**src/rtl/jtframe_rom_pkg.sv**
```systemverilog
// Shared definitions for the jtframe ROM slot: FSM encoding, word width and
// the byte-lane extraction helper.
package jtframe_rom_pkg;

  localparam int unsigned ROM_WORD_W = 32;

  typedef enum logic [1:0] {
    ST_IDLE = 2'd0,
    ST_REQ  = 2'd1,
    ST_WAIT = 2'd2
  } rom_state_e;

  // Pick one little-endian byte lane out of a 32-bit ROM word.
  function automatic logic [7:0] rom_lane(input logic [ROM_WORD_W-1:0] word,
                                          input logic [1:0]            sel);
    logic [7:0] b;
    case (sel)
      2'd0:    b = word[7:0];
      2'd1:    b = word[15:8];
      2'd2:    b = word[23:16];
      default: b = word[31:24];
    endcase
    return b;
  endfunction

endpackage

```
**src/rtl/jtframe_rom_slot_line.sv**
```systemverilog
// One line of the ROM slot cache: tag, 32-bit word and valid bit, with a
// tag compare and a single write port used by the SDRAM fill path.
module jtframe_rom_slot_line
  import jtframe_rom_pkg::*;
#(
  parameter int unsigned TW = 14
) (
  input  logic                  clk,
  input  logic                  rst,
  input  logic [TW-1:0]         lookup_tag_i,
  input  logic                  wr_en_i,
  input  logic [TW-1:0]         wr_tag_i,
  input  logic [ROM_WORD_W-1:0] wr_data_i,
  output logic                  hit_o,
  output logic [ROM_WORD_W-1:0] data_o
);

  logic [TW-1:0]         tag_q;
  logic [ROM_WORD_W-1:0] data_q;
  logic                  valid_q;

  // Line storage: loaded on a fill, invalidated by reset.
  always_ff @(posedge clk or posedge rst) begin
    if (rst) begin
      tag_q   <= '0;
      data_q  <= '0;
      valid_q <= 1'b0;
    end else if (wr_en_i) begin
      tag_q   <= wr_tag_i;
      data_q  <= wr_data_i;
      valid_q <= 1'b1;
    end
  end

  assign hit_o  = valid_q && (tag_q == lookup_tag_i);
  assign data_o = data_q;

endmodule

```
**src/rtl/jtframe_rom_slot.sv**
```systemverilog
// CPU-side ROM responder: 2-line word cache in front of an SDRAM slot.
// Optional macro JTFRAME_ROMSLOT_STATS_EN adds hit_cnt/miss_cnt ports.
module jtframe_rom_slot
  import jtframe_rom_pkg::*;
#(
  parameter int unsigned AW = 16,
  parameter int unsigned DW = 8
) (
  input  logic                  clk,
  input  logic                  rst,
  input  logic                  cs,
  input  logic [AW-1:0]         addr,
  output logic [DW-1:0]         dout,
  output logic                  ok,
  output logic [AW-3:0]         sdram_addr,
  output logic                  sdram_req,
  input  logic                  sdram_ack,
  input  logic                  data_ok,
  input  logic [ROM_WORD_W-1:0] sdram_din
`ifdef JTFRAME_ROMSLOT_STATS_EN
  ,
  output logic [15:0]           hit_cnt,
  output logic [15:0]           miss_cnt
`endif
);

  rom_state_e            state_q, state_d;
  logic                  req_q, req_d;
  logic [AW-3:0]         saddr_q, saddr_d;
  logic                  ptr_q;
  logic                  fill;

  logic                  hit0, hit1, hit;
  logic [ROM_WORD_W-1:0] data0, data1, word_sel;
  logic [DW-1:0]         lane_w;
  logic [AW-1:0]         addr_m;

  logic [DW-1:0]         dout_q;
  logic [AW-1:0]         addr_q;
  logic                  ok_r_q;

  jtframe_rom_slot_line #(.TW(AW-2)) u_line0 (
    .clk          (clk),
    .rst          (rst),
    .lookup_tag_i (addr[AW-1:2]),
    .wr_en_i      (fill && !ptr_q),
    .wr_tag_i     (saddr_q),
    .wr_data_i    (sdram_din),
    .hit_o        (hit0),
    .data_o       (data0)
  );

  jtframe_rom_slot_line #(.TW(AW-2)) u_line1 (
    .clk          (clk),
    .rst          (rst),
    .lookup_tag_i (addr[AW-1:2]),
    .wr_en_i      (fill && ptr_q),
    .wr_tag_i     (saddr_q),
    .wr_data_i    (sdram_din),
    .hit_o        (hit1),
    .data_o       (data1)
  );

  assign hit      = cs && (hit0 || hit1);
  assign word_sel = hit0 ? data0 : data1;

  generate
    if (DW == 16) begin : g_w16
      // Halfword mode: addr[0] is a don't-care for both lane and compare.
      always_comb begin
        lane_w = {rom_lane(word_sel, {addr[1], 1'b1}),
                  rom_lane(word_sel, {addr[1], 1'b0})};
        addr_m = {addr[AW-1:1], 1'b0};
      end
    end else begin : g_w8
      // Byte mode: full address selects the lane.
      always_comb begin
        lane_w = rom_lane(word_sel, addr[1:0]);
        addr_m = addr;
      end
    end
  endgenerate

  // Hit path: register the selected lane and the address it belongs to.
  always_ff @(posedge clk or posedge rst) begin
    if (rst) begin
      dout_q <= '0;
      addr_q <= '0;
      ok_r_q <= 1'b0;
    end else if (hit) begin
      dout_q <= lane_w;
      addr_q <= addr_m;
      ok_r_q <= 1'b1;
    end else begin
      ok_r_q <= 1'b0;
    end
  end

  // ok drops combinationally as soon as the CPU moves away from the latched access.
  assign ok   = ok_r_q && cs && (addr_m == addr_q);
  assign dout = dout_q;

  // Fetch FSM state, request handshake and replacement pointer.
  always_ff @(posedge clk or posedge rst) begin
    if (rst) begin
      state_q <= ST_IDLE;
      req_q   <= 1'b0;
      saddr_q <= '0;
      ptr_q   <= 1'b0;
    end else begin
      state_q <= state_d;
      req_q   <= req_d;
      saddr_q <= saddr_d;
      if (fill) ptr_q <= ~ptr_q;
    end
  end

  // Fetch FSM next state; ack and data_ok together in REQ complete the fill at once.
  always_comb begin
    state_d = state_q;
    req_d   = req_q;
    saddr_d = saddr_q;
    fill    = 1'b0;
    case (state_q)
      ST_IDLE: begin
        if (cs && !hit) begin
          state_d = ST_REQ;
          req_d   = 1'b1;
          saddr_d = addr[AW-1:2];
        end
      end
      ST_REQ: begin
        if (sdram_ack) begin
          req_d = 1'b0;
          if (data_ok) begin
            fill    = 1'b1;
            state_d = ST_IDLE;
          end else begin
            state_d = ST_WAIT;
          end
        end
      end
      ST_WAIT: begin
        if (data_ok) begin
          fill    = 1'b1;
          state_d = ST_IDLE;
        end
      end
      default: begin
        state_d = ST_IDLE;
        req_d   = 1'b0;
      end
    endcase
  end

  assign sdram_req  = req_q;
  assign sdram_addr = saddr_q;

`ifdef JTFRAME_ROMSLOT_STATS_EN
  logic [15:0] hit_cnt_q, miss_cnt_q;

  // Saturating access statistics: one hit per new latched access, one miss per fetch.
  always_ff @(posedge clk or posedge rst) begin
    if (rst) begin
      hit_cnt_q  <= '0;
      miss_cnt_q <= '0;
    end else begin
      if (hit && (!ok_r_q || addr_m != addr_q) && hit_cnt_q != '1)
        hit_cnt_q <= hit_cnt_q + 16'd1;
      if (state_q == ST_IDLE && state_d == ST_REQ && miss_cnt_q != '1)
        miss_cnt_q <= miss_cnt_q + 16'd1;
    end
  end

  assign hit_cnt  = hit_cnt_q;
  assign miss_cnt = miss_cnt_q;
`endif

endmodule

```
**config.mk**
```make
export PLATFORM = sky130hd
export DESIGN_NAME = jtframe_rom_slot
export DESIGN_NICKNAME = d
export VERILOG_FILES = /design/src/rtl/jtframe_rom_pkg.sv /design/src/rtl/jtframe_rom_slot_line.sv /design/src/rtl/jtframe_rom_slot.sv
export SDC_FILE = /design/constraint.sdc
export NUM_CORES = 1
export LEC_CHECK = 0
export CAP_MARGIN = 20
export CORE_MARGIN = 2
export CORE_UTILIZATION = 35
export DETAILED_ROUTE_END_ITERATION = 10
export PLACE_DENSITY = 0.51
export SETUP_SLACK_MARGIN = 0.1
export SLEW_MARGIN = 10
export SYNTH_ARGS = -nofsm -noshare
export SYNTH_HDL_FRONTEND = slang
export SYNTH_SLANG_ARGS = --single-unit
```
**constraint.sdc**
```tcl
create_clock -name clk -period 12.7 [get_ports clk]
set_input_delay 2.54 -clock clk [delete_from_list [all_inputs] [get_ports clk]]
set_output_delay 2.54 -clock clk [all_outputs]
set_load 0.03 [all_outputs]
```
== Word-level counts from Yosys, hierarchy flattened ==
Index checks and enable logic that the tools add are counted.

* Equal/unequal tests: 10
* Multiplexer cells: 14
* Bitwise logic cells: 2
* Reductions and logical operators: 16

{| class="wikitable"
|+ Operators with widths
! kind !! count
|-
| two-way mux 32 bit || 1
|-
| == test 14 bit || 2
|-
| one-hot mux 8 bit (3 select lines) || 1
|-
| == test 16 bit || 1
|-
| logical AND 1 bit || 8
|-
| two-way mux 2 bit || 4
|-
| inequality test 2 bit (second input constant) || 3
|-
| one-hot mux 2 bit (3 select lines) || 1
|-
| AND reduction 3 bit || 2
|-
| two-way mux 1 bit || 5
|-
| == test 2 x 1 -> 1 bit (second input constant) || 2
|-
| == test 2 bit (second input constant) || 2
|-
| zero test 2 bit || 2
|-
| one-hot mux 1 bit (3 select lines) || 1
|-
| zero test 1 bit || 2
|-
| NOT 1 bit || 2
|-
| one-hot mux 1 bit (2 select lines) || 1
|-
| AND reduction 2 bit || 1
|-
| logical OR 1 bit || 1
|}

* Register bits after elaboration: 137
* Input port bits: 53
* Output and inout port bits: 24
* Word-level logic and storage cells: 55

== Logic depth before layout (Yosys ltp) ==
* Word-level depth: 8
* Gate-level depth with buffers: 8
* Gate-level depth less buffers: 7

== Hierarchy ==
From an unflattened synthesis, not the netlist that was laid out.

* Cells, all modules: 412
* Area total of the unflattened synthesis: 6,461.2 µm²

{| class="wikitable"
|+ By module, submodules not included
! module !! times used !! cells an instance !! area each (µm²) !! sequential area each (µm²)
|-
| jtframe_rom_slot_line || 2 || 119 || 2,015.7 || 1,176.1
|-
| jtframe_rom_slot || 1 || 174 || 2,429.8 || 1,076.0
|}

== Worst setup path after synthesis ==
Ideal clock, no wire load.

* Path kind: input port to output port
* Start point: in addr[0]
* End point: out ok
* Arrival time: 4.624 ns
* Data required time: 10.160 ns
* Path slack: 5.536 ns
* Cell stages on the path: 6
* Buffers on the path: 2
* Cells stage by stage: buf_2 buf_2 xnor2_1 nand4_1 or4_1 nor4_1

* Cells in the longest elaborated chain, start to end: 2

{| class="wikitable"
|+ Ends and longest elaborated chain
! item !! RTL line !! source
|-
| start, declared || jtframe_rom_slot.sv:12 || <nowiki>input logic [AW-1:0] addr,</nowiki>
|-
| == test 16 bit || jtframe_rom_slot.sv:100 || <nowiki>assign ok = ok_r_q && cs && (addr_m == addr_q);</nowiki>
|-
| logical AND 1 bit || jtframe_rom_slot.sv:100 ||
|-
| end, declared || jtframe_rom_slot.sv:14 || <nowiki>output logic ok,</nowiki>
|}

No other way between the ends.

== Worst setup path after layout ==
Same ends and word-level chain as after synthesis.

==> impl_metrics.csv <==
group,metric,value,unit
place,numPortBuffers,76,
critical_path,end_kind,"output port",
yosys,yosysWarnings,0,
yosys,syn_area,0.00633,mm^2
die,start_util,35.5,%
timing,hold_violations,0,
cells_and_area,final_cell_mix,"dfrtp_1 (137), mux2_2 (113), clkdlybuf4s50_1 (76), xnor2_1 (41), mux2_4 (20)",
cts,postCtsHoldBufs,0,
timing,period_share,60.9,%
cells_and_area,multi_input_area,0.00278,mm^2
detailed_routing,drt_iter0_markers,144,
yosys,synth.distinct_cells,32,
timing,tns,0,ns
yosys,avgSynthCellArea,15.3,um^2
cts,clkLatencyLatePin,0.42,ns
global_route,grt_overflow_total,0,
critical_path,critPathKind,"in2out",
global_route,grt.total_usage,14.9,%
cts,clockBufferDepth,2,
place,dp_slack,4.91,ns
cts,post_cts_resized,0,
global_route,grt_max_degree,75,
detailed_routing,dr.pass1.iters,4,
yosys,synth_top_family_by_area,"multiplexers",
cells_and_area,diodes,0,
cells_and_area,synthToLayoutAreaGrowth,25.0,%
yosys,synth_xor_area_share,6.23,%
detailed_routing,drc_errors,0,
cts,htree_levels,4,
global_route,antenna_found_initial,0,
place,dpl_cell_area,0.00734,mm^2
cells_and_area,nets,553,
detailed_routing,routed_via_density,4.98,
power,peakVddDrop,0.105,mV
cells_and_area,drive_gt1_share,38.6,%
timing,hold_ws,0.500,ns
detailed_routing,vias,3679,
yosys,synth-compound-area-share,1.13,%
global_route,grt_pass1_wl,22.1,mm
critical_path,cp.required,10.16,ns
yosys,ys_seq_elements,137,
cts,cts_buffers,17,
yosys,synthMuxAreaShare,31.4,%
timing,setup_viol,0,
place,gp_congestion,0.756,
die,die_area,0.0192,mm^2
cts,clkTransAtPathRegs,0.05,ns
timing,grt_setup_unrepaired,"no",
cells_and_area,layout.area.seq,0.00343,mm^2
detailed_routing,antenna_left,0,
die,pin_count,77,
die,core.rowCount,49,
min_path,hp-class,"reg2reg",
timing,clock_skew,0.00977,ns
timing,finalMaxSlewViolations,0,
yosys,synthAdderAreaFrac,0.593,%
detailed_routing,wire_per_inst,18.4,um
power,power_density,219,mW/mm^2
critical_path,startpoint_type,"primary input",
global_route,grt_pass1_vias,3932,
cts,cts-root-buf,"clkbuf_16",
run_status,outcome,"completed",
critical_path,critPathMaxFanout,18,
cells_and_area,postLayoutCellArea,0.00791,mm^2
timing,max_freq,129,MHz
timing,worst_slew_pin_slew,1.01,ns
detailed_routing,wl,13.6,mm
die,die_h,138,um
power,leakage,3.36,nW
yosys,netlist_instances,413,
timing,relSlewSlack,32.5,%
job,max-cap-violations,0,
yosys,ys_seq_area_share,54.2,%
cts,cts_sinks,137,
cells_and_area,final_common_cell,"dfrtp_1",
die,core_region_area,0.0178,mm^2
die,die_w,138,um
timing,layout_setup_ws,4.96,ns
place,place_hpwl,9.23,mm
yosys,yosys.area_share.simple,4.47,%
critical_path,crit_arrival,5.20,ns
cells_and_area,fillers,1596,
cts,cts_tree,"built",
yosys,syn_nets,469,
cts,post_cts_buffers,0,
timing,post-route-min-period,7.74,ns
-- path summary, 6_finish.rpt --
| kind | to | slack, ns | startpoint | depth (start not counted) |
|---|---|---|---|---|
| max in group asynchronous | u_line1.data_o[31] | 8.74 | rst | 3 |
| setup reg to reg | u_line0.tag_q[4] | 9.90 | state_q[1] | 6 |
| hold / removal | u_line1.data_o[26] | 0.50 | u_line1.data_o[26] | 1 |
| min in group asynchronous | sdram_addr[4] | 2.60 | rst | 2 |
| setup / recovery | ok | 4.96 | addr[0] | 7 |
| hold reg to reg | u_line1.data_o[26] | 0.50 | u_line1.data_o[26] | 1 |
-- layout make-up --
class / count / area share [%]
tap: 229 / 3.62
inverter: 6 / 0.348
sequential: 137 / 43.3
timing repair buffer: 83 / 10.3
clock buffer: 21 / 6.07
multi-input combinational: 252 / 35.1
clock inverter: 11 / 1.22
-- synthesized netlist by cell type --
master / number / share of area, %
o221ai_1: 1 / 0.14
xor2_1: 4 / 0.55
o21ai_4: 1 / 0.26
nand4_1: 15 / 1.5
dfrtp_1: 137 / 54
nor3_1: 3 / 0.24
and2_1: 1 / 0.099
mux2_2: 113 / 20
buf_2: 8 / 0.63
nand3_1: 6 / 0.47
mux2_1: 5 / 0.89
or2_2: 2 / 0.20
mux2_4: 20 / 4.7
clkbuf_1: 6 / 0.36
nand2_1: 2 / 0.12
xnor2_1: 41 / 5.7
or3_1: 1 / 0.099
nor4_4: 3 / 1.0
inv_1: 6 / 0.36
o32a_1: 1 / 0.16
ha_1: 3 / 0.59
buf_4: 1 / 0.12
nor2b_1: 1 / 0.099
nor4_1: 3 / 0.30
buf_6: 3 / 0.53
a21oi_1: 2 / 0.16
o311ai_0: 1 / 0.14
or4_1: 1 / 0.12
o31a_1: 1 / 0.14
a2bb2oi_1: 1 / 0.14
mux4_2: 16 / 5.7
nor2_1: 4 / 0.24
-- power breakdown --
group	switching (W)	internal (W)	leakage, nW
Clock	0.000184	0.000288	0.273
Combinational	0.000228	0.000307	1.35
Sequential	0.000109	0.000613	1.73
Total	0.000522	0.00121	3.36
-- layer usage --
metal / track usage (%) / share of wire (%) / vias to the layer above
met3: 4.47 / 4.0 / 15
met4: 5.05 / 1.6 / 0
met2: 24.0 / 49 / 76
li1: - / - / 1680
met1: 19.5 / 46 / 1908
met5: 0 / 0 / -
-- kinds of logic (layout without fill, tap and decap cells) --
family	after synthesis	in the layout
buffers and inverters	24	121
flip-flops	137	137
multiplexers	154	154
XOR/XNOR	45	45
AND/OR/NAND/NOR	42	42
AO/OA/AOI/OAI	8	8
adder cells (fa/ha/maj)	3	3
-- worst max-delay path, cell delays in order --
cell             delay, ns
clkdlybuf4s50_1       0.46
buf_4                 0.34
xnor2_1               0.17
nand4_1               0.12
or4_1                 0.47
nor4_1                0.33
clkdlybuf4s50_1       0.75
-- registers in the layout, indices dropped and copies added (netlist names), 2 cells and up --
name,count
addr_q,16
dout,8
sdram_addr,14
state_q,2
u_line0.data_o,32
u_line0.tag_q,14
u_line1.data_o,32
u_line1.tag_q,14
-- metrics by stage --
| step | utilization, % | instances | power, W |
|---|---|---|---|
| floorplan | - | 413 | 0.00109 |
| detailed placement | 41.1 | 707 | 0.00127 |
| finish | 44.4 | 739 | 0.00173 |
| global route | 44.4 | 739 | 0.00184 |
| CTS | 44.4 | 739 | 0.00175 |
| global placement | 41.1 | 707 | 0.00126 |
No activity file was read; power rests on OpenSTA's default activity.
